<file path="src/rtl/dmem_arbiter.sv">
// dmem_arbiter: shares one data-memory port between the CPU MEM stage and a
// DMA/loader port. Round-robin on ties, one outstanding transaction at a time,
// and a per-transaction timeout that retires a stuck access with zero data.
module dmem_arbiter #(
    parameter int TIMEOUT = 16
) (
    input  logic        clk_i,
    input  logic        rst_i,
    input  logic        cpu_req_i,
    input  logic        cpu_we_i,
    input  logic [31:0] cpu_addr_i,
    input  logic [31:0] cpu_wdata_i,
    output logic [31:0] cpu_rdata_o,
    output logic        cpu_stall_o,
    input  logic        dma_req_i,
    input  logic        dma_we_i,
    input  logic [31:0] dma_addr_i,
    input  logic [31:0] dma_wdata_i,
    output logic        dma_ack_o,
    output logic [31:0] dma_rdata_o,
    output logic        mem_req_o,
    output logic        mem_we_o,
    output logic [31:0] mem_addr_o,
    output logic [31:0] mem_wdata_o,
    input  logic [31:0] mem_rdata_i,
    input  logic        mem_ack_i,
    output logic        err_o,
    output logic [15:0] cpu_wait_cnt_o
);

    typedef enum logic [1:0] {
        IDLE     = 2'd0,
        BUSY_CPU = 2'd1,
        BUSY_DMA = 2'd2
    } state_t;

    // Busy-cycle counter only needs to reach TIMEOUT-1.
    localparam int            TW    = (TIMEOUT > 1) ? $clog2(TIMEOUT) : 1;
    localparam logic [TW-1:0] TLAST = TW'(TIMEOUT - 1);

    state_t        state;
    logic          last_dma;   // 1 when the most recent grant went to DMA
    logic [TW-1:0] tcnt;       // busy cycles already spent on the current access
    logic [31:0]   cpu_hold;   // last load value delivered to the CPU

    logic expire;
    logic ack_cpu;
    logic tmo_cpu;

    // The current busy cycle is the TIMEOUT-th one and memory still has not answered.
    assign expire  = (state != IDLE) && !mem_ack_i && (tcnt == TLAST);
    assign ack_cpu = (state == BUSY_CPU) && mem_ack_i;
    assign tmo_cpu = (state == BUSY_CPU) && expire;

    // CPU is released in the cycle its own access completes or is abandoned.
    assign cpu_stall_o = cpu_req_i && !(ack_cpu || tmo_cpu);

    // Load data is forwarded straight from memory in the completion cycle, then held.
    always_comb begin
        cpu_rdata_o = cpu_hold;
        if (cpu_req_i && tmo_cpu) begin
            cpu_rdata_o = '0;
        end else if (cpu_req_i && ack_cpu && !mem_we_o) begin
            cpu_rdata_o = mem_rdata_i;
        end
    end

    // Arbitration FSM: grant a port, hold the memory request, retire on ack or timeout.
    always_ff @(posedge clk_i) begin
        if (rst_i) begin
            state       <= IDLE;
            last_dma    <= 1'b1;
            tcnt        <= '0;
            mem_req_o   <= 1'b0;
            mem_we_o    <= 1'b0;
            mem_addr_o  <= '0;
            mem_wdata_o <= '0;
            cpu_hold    <= '0;
            dma_rdata_o <= '0;
            dma_ack_o   <= 1'b0;
            err_o       <= 1'b0;
        end else begin
            dma_ack_o <= 1'b0;
            err_o     <= 1'b0;
            case (state)
                IDLE: begin
                    tcnt <= '0;
                    if (cpu_req_i && (!dma_req_i || last_dma)) begin
                        state       <= BUSY_CPU;
                        last_dma    <= 1'b0;
                        mem_req_o   <= 1'b1;
                        mem_we_o    <= cpu_we_i;
                        mem_addr_o  <= cpu_addr_i;
                        mem_wdata_o <= cpu_wdata_i;
                    end else if (dma_req_i) begin
                        state       <= BUSY_DMA;
                        last_dma    <= 1'b1;
                        mem_req_o   <= 1'b1;
                        mem_we_o    <= dma_we_i;
                        mem_addr_o  <= dma_addr_i;
                        mem_wdata_o <= dma_wdata_i;
                    end
                end
                BUSY_CPU, BUSY_DMA: begin
                    if (mem_ack_i || expire) begin
                        // Always pass through IDLE: no re-grant on the retiring edge.
                        state     <= IDLE;
                        mem_req_o <= 1'b0;
                        tcnt      <= '0;
                        err_o     <= expire;
                        // A requester that dropped its request gets nothing back.
                        if (state == BUSY_CPU) begin
                            if (cpu_req_i && (expire || !mem_we_o)) begin
                                cpu_hold <= expire ? '0 : mem_rdata_i;
                            end
                        end else if (dma_req_i) begin
                            dma_ack_o <= 1'b1;
                            if (expire) begin
                                dma_rdata_o <= '0;
                            end else if (!mem_we_o) begin
                                dma_rdata_o <= mem_rdata_i;
                            end
                        end
                    end else begin
                        tcnt <= tcnt + TW'(1);
                    end
                end
                default: begin
                    state     <= IDLE;
                    mem_req_o <= 1'b0;
                end
            endcase
        end
    end

    // Saturating count of cycles the CPU spent stalled.
    always_ff @(posedge clk_i) begin
        if (rst_i) begin
            cpu_wait_cnt_o <= '0;
        end else if (cpu_stall_o && (cpu_wait_cnt_o != 16'hFFFF)) begin
            cpu_wait_cnt_o <= cpu_wait_cnt_o + 16'd1;
        end
    end

endmodule

</file>
<file path="config.mk">
export PLATFORM = sky130hd
export DESIGN_NAME = dmem_arbiter
export DESIGN_NICKNAME = d
export VERILOG_FILES = /design/src/rtl/dmem_arbiter.sv
export SDC_FILE = /design/constraint.sdc
export NUM_CORES = 1
export LEC_CHECK = 0
export CAP_MARGIN = 30
export CORE_MARGIN = 4
export CORE_UTILIZATION = 25
export CTS_CLUSTER_DIAMETER = 40
export DETAILED_ROUTE_END_ITERATION = 8
export PLACE_DENSITY_LB_ADDON = 0.1
export SLEW_MARGIN = 20
export SYNTH_ARGS = -nofsm -noshare
export SYNTH_HDL_FRONTEND = slang
export SYNTH_SLANG_ARGS = --single-unit
export TNS_END_PERCENT = 20
</file>
<file path="constraint.sdc">
create_clock -name clk_i -period 3 [get_ports clk_i]
set_clock_uncertainty 0.15 [all_clocks]
set_input_delay 0.45 -clock clk_i [delete_from_list [all_inputs] [get_ports clk_i]]
set_output_delay 0.45 -clock clk_i [all_outputs]
set_load 0.05 [all_outputs]
</file>
# [Yosys cells after proc, flatten, opt, wreduce, memory -nomap -nowiden]
# Index checks and enable logic that the tools add are counted.
[word_totals] elab_cells=77 in_bits=167 ff_bits=155 output_inout_bits=149
[classes] n_reduce_logical=30 mux=23 addsub=2 bitwise_logic=3 eq_ne=7
[op_table] cell="$mux W32" n=9
[op_table] cell="$add A16 B1 Y16 const B" n=1
[op_table] cell="$ne A16 B16 Y1 const B" n=1
[op_table] cell="$logic_and A1 B1 Y1" n=11
[op_table] cell="$pmux W4 S2" n=1
[op_table] cell="$mux W1" n=7
[op_table] cell="$mux W2" n=3
[op_table] cell="$reduce_bool A2 Y1" n=3
[op_table] cell="$reduce_and A5 Y1" n=1
[op_table] cell="$add A4 B1 Y4 const B" n=1
[op_table] cell="$eq A4 B4 Y1 const B" n=1
[op_table] cell="$logic_not A1 Y1" n=4
[op_table] cell="$logic_or A1 B1 Y1" n=4
[op_table] cell="$mux W4" n=1
[op_table] cell="$pmux W2 S2" n=1
[op_table] cell="$reduce_and A2 Y1" n=2
[op_table] cell="$reduce_and A4 Y1" n=1
[op_table] cell="$reduce_or A4 Y1" n=1
[op_table] cell="$ne A3 B3 Y1 const B" n=1
[op_table] cell="$not A1 Y1" n=3
[op_table] cell="$reduce_or A3 Y1" n=1
[op_table] cell="$eq A2 B1 Y1 const B" n=1
[op_table] cell="$eq A2 B2 Y1 const B" n=1
[op_table] cell="$logic_not A2 Y1" n=1
[op_table] cell="other kinds (4)" n=4

# [Longest topological paths before layout]
[logic_depth] depth_word=8 mapped_depth=9

# [Worst setup path after synthesis]
# Ideal clock, no wire load.
[synth_timing] path_kind="reg-to-output" from="register mem_we_o" to="output port cpu_rdata_o[10]" t_arrival_ns=2.271 slack_ns=0.129 stages_incl_launch_ff=7 path_cell_list="dfxtp_1 nand2b_1 or2_2 clkbuf_1 clkbuf_1 nand2_1 a21oi_1"
[synth_between] elab_chain_cells=4
[synth_lines] element="from (decl)" line="22" text="output logic mem_we_o,"
[synth_lines] element="from (signal assigned)" line="92" text="mem_we_o <= cpu_we_i;"
[synth_lines] element="from (signal assigned)" line="99" text="mem_we_o <= dma_we_i;"
[synth_lines] element="$logic_not A1 Y1"
[synth_lines] element="$logic_and A1 B1 Y1" line="63" text="end else if (cpu_req_i && ack_cpu && !mem_we_o) begin"
[synth_lines] element="$mux W32" line="63"
[synth_lines] element="$mux W32" line="61" text="if (cpu_req_i && tmo_cpu) begin"
[synth_lines] element="to (decl)" line="13" text="output logic [31:0] cpu_rdata_o,"
# Every way passes these cells.

# [Worst setup path in the final report]
[layout_timing] from="register state[0]" to="output port cpu_rdata_o[7]"
[layout_between] elab_chain_cells=6 word_cells_on_any_way=11 cone_classes="eq/ne (1); mux (2); reduce/logical (8)"
[layout_lines] element="from (decl)" line="41" text="state_t state;"
[layout_lines] element="from (signal assigned)" line="71" text="state <= IDLE;"
[layout_lines] element="from (signal assigned)" line="89" text="state <= BUSY_CPU;"
[layout_lines] element="from (signal assigned)" line="96" text="state <= BUSY_DMA;"
[layout_lines] element="$eq A2 B1 Y1 or $reduce_bool A2 Y1 (tied branches)" line="52, 53, 51"
[layout_lines] element="$logic_and A1 B1 Y1 (on tied branches)" line="52, 51"
[layout_lines] element="$logic_and A1 B1 Y1 (on tied branches)" line="63, 51"
[layout_lines] element="$logic_and A1 B1 Y1 (on tied branches)" line="63, 53"
[layout_lines] element="$mux W32 or $logic_and A1 B1 Y1 (tied branches)" line="63, 61"
[layout_lines] element="$mux W32 (*)" line="61"
# Mark *: on every way between the ends. The rest lies on a longest branch, timed or not.

==> metrics <==
placed cell area=11000 µm²; Primary FF master, synth=dfxtp_1; Startpoint Class=flip-flop; actual slew at the worst max-slew pin=0.642 ns; WL final=24400 µm; Vias=6750; initial antenna violation count=1; Ys Warns=0; Buffers on Ports=315; WL met1=10600 µm; root buf cell=clkbuf_16; Max Slew Vio Count=0; first-pass GRT wire length=37300 µm; R2R setup slack=0.42 ns; worst min path class=in2reg; share of cells above drive strength 1=8.98%; Initial DRC Count=295; largest net degree at the start of global routing=86; Crit Path Max Fanout=32; EDFF count, synth=0; starting density of the core=25.4%; Die Height=176 µm; DRC Markers=0; CTS tree=built; unrepaired setup endpoints after global routing=no; Final HPWL DP=18100 µm; Final Cycle Share=93.9%; cts-stage hold buffer count=0; sequential area share after synthesis=43.8%; fin nets=1263; Leak Pwr=4.48 nW; Synth Instances=806; Netlist cell types=44; # diodes=0; clock sinks=155; crit path capture=cpu_rdata_o[7]; Synth Area per Inst=8.78 µm²; GRT Util Overall=15.2%; TritonCTS Buffers=17; die area=31100 µm²; vias in the first global route=6592; Pwr Density=530 nW/µm²; Hold Fails Final Rpt=0; r2r startpoint=state[0]; R2R depth=8; Max Used Layer=met5; maxcap violations=0; Yosys reg bits=155; Worst slew margin=56.9%; I/O pins=316; met2 wire len=11100 µm; Final ANT Viol Nets=0; Synth area leader=dfxtp_1; synth cell count leaders=dfxtp_1 (155), nand2_1 (136), mux2i_1 (131), nor2_1 (80), a211oi_1 (65); final setup vio count=0; status=complete, no violations; Design Area, Final=11600 µm²; synthesized cell area=7080 µm²; DR pass1 iterations=6; Arr. time, crit path=2.22 ns; ranking of synthesized cells by area=dfxtp_1 (44%), mux2i_1 (19%), nand2_1 (7.2%); WL met3=2390 µm; worst setup path start=state[0]; synth-to-layout area growth=63.9%; Clock Path Buffers=2; Rows=61; syn_nets=978; GR Overflow Total=0; number of vias per cell=4.56; WL/cell=16.5 µm; CP Class=reg2out; R2R Path End=dma_rdata_o[1]; Max Freq=355 MHz; GPL Wtd Cong=0.752; htree depth=4; die extent in x=176 µm; shortest clock period the worst path allows after layout=2.82 ns; CORE AREA=27900 µm²; Skew-Pair Late Insertion Delay=0.41 ns; Synth top area share=43.8%; most common cell in the netlist=dfxtp_1; VDD IR max=0.389 mV; clk slew on worst S/H paths=0.06 ns; FFs w/ async S/R, synth=0%; total negative slack=0 ns; Critical Path Sink Type=primary output; WP data required=2.40 ns
==> flip-flops by register name, summed over array words and instances, names as in the netlist <==
register,count
cpu_wait_cnt_o,16
cpu_hold,32
state,2
tcnt,4
last_dma,1
mem_req_o,1
mem_wdata_o,32
mem_we_o,1
mem_addr_o,32
dma_rdata_o,32
dma_ack_o,1
err_o,1
==> worst min-delay path by stage <==
stage / start / to / cells after the start
after floorplan: cpu_hold[0] / cpu_hold[0] / 2
after global placement: cpu_hold[17] / cpu_hold[17] / 2
after detailed placement: cpu_hold[19] / cpu_hold[19] / 2
after CTS: rst_i / last_dma / 3
after global routing: rst_i / last_dma / 3
final: rst_i / last_dma / 3
==> area by class of cell <==
cell class                      count  area [µm²]
Sequential cell                   155        3100
Tap cell                          378         473
Clock buffer                       19         443
Timing Repair Buffer              335        3750
Multi-Input combinational cell    573        3660
Clock inverter                     12         139
Fill cell                        2773       16300
Inverter                            9        33.8
==> timing repair <==
action	in CTS	in global routing
endpoints found under the setup margin	0	1
resized for setup	0	1
buffers inserted	0	0
==> cell usage in the layout, fill, tap and decap left out, drive strengths merged, types with 2 or more instances in the layout <==
cell	count
clkdlybuf4s50	281
dfxtp	155
nand2	136
mux2i	131
nor2	80
a211oi	66
buf	54
a21oi	46
nand3	38
clkbuf	19
inv	13
or4	9
o31ai	8
o21ai	7
nand4	5
ha	5
nor4	5
clkinvlp	4
nor2b	4
nand2b	3
mux2	3
nor3	2
and2	2
xor2	2
and4	2
and3	2
nand4b	2
nand3b	2
bufinv	2
clkinv	2
==> report_power, final <==
group / switching (mW) / total [mW] / leakage (nW) / internal, mW
clock: 0.897 / 2.15 / 0.273 / 1.25
sequential: 0.0820 / 2.29 / 1.27 / 2.21
combinational: 1.02 / 1.71 / 2.94 / 0.681
==> per-layer routing <==
layer / up-vias / GRT usage [%]
met2: 232 / 23.7
met4: 2 / 3.57
li1: 3416 / -
met3: 18 / 6.68
met1: 3082 / 19.4
met5: - / 0
==> critical path, cell delays in order, from the launching register on <==
cell      delay (ns)
dfxtp_1         0.38
inv_1           0.06
ha_1            0.25
and4b_1         0.34
nand2b_1        0.12
nor2_2          0.16
buf_12          0.20
a21oi_1         0.10
buf_12          0.17
==> cells by family after synthesis <==
family                     after synthesis  share of synthesized area, %
buffers and inverters                   78                          5.00
muxes                                  134                          19.0
DFF                                    155                          43.8
adders and majority gates                5                         0.884
AOI/OAI and AO/OA                      135                          12.7
xor gates and xnor gates                 3                         0.371
and+or+nand+nor                        296                          18.2
==> stage by stage <==
step	cells	hold slack (ns)	power (mW)	utilization, %	setup WS [ns]
2_1_floorplan	806	0.285	3.33	-	0.129
3_3_place_gp	1449	0.294	4.06	39.5	0.332
3_5_place_dp	1449	0.297	4.06	39.5	0.294
4_1_cts	1480	0.274	6.25	41.5	0.142
5_1_grt	1481	0.308	6.45	41.6	0.0196
6_report	1481	0.278	6.15	41.6	0.183
Note: power is estimated with default switching activity, not from simulation.
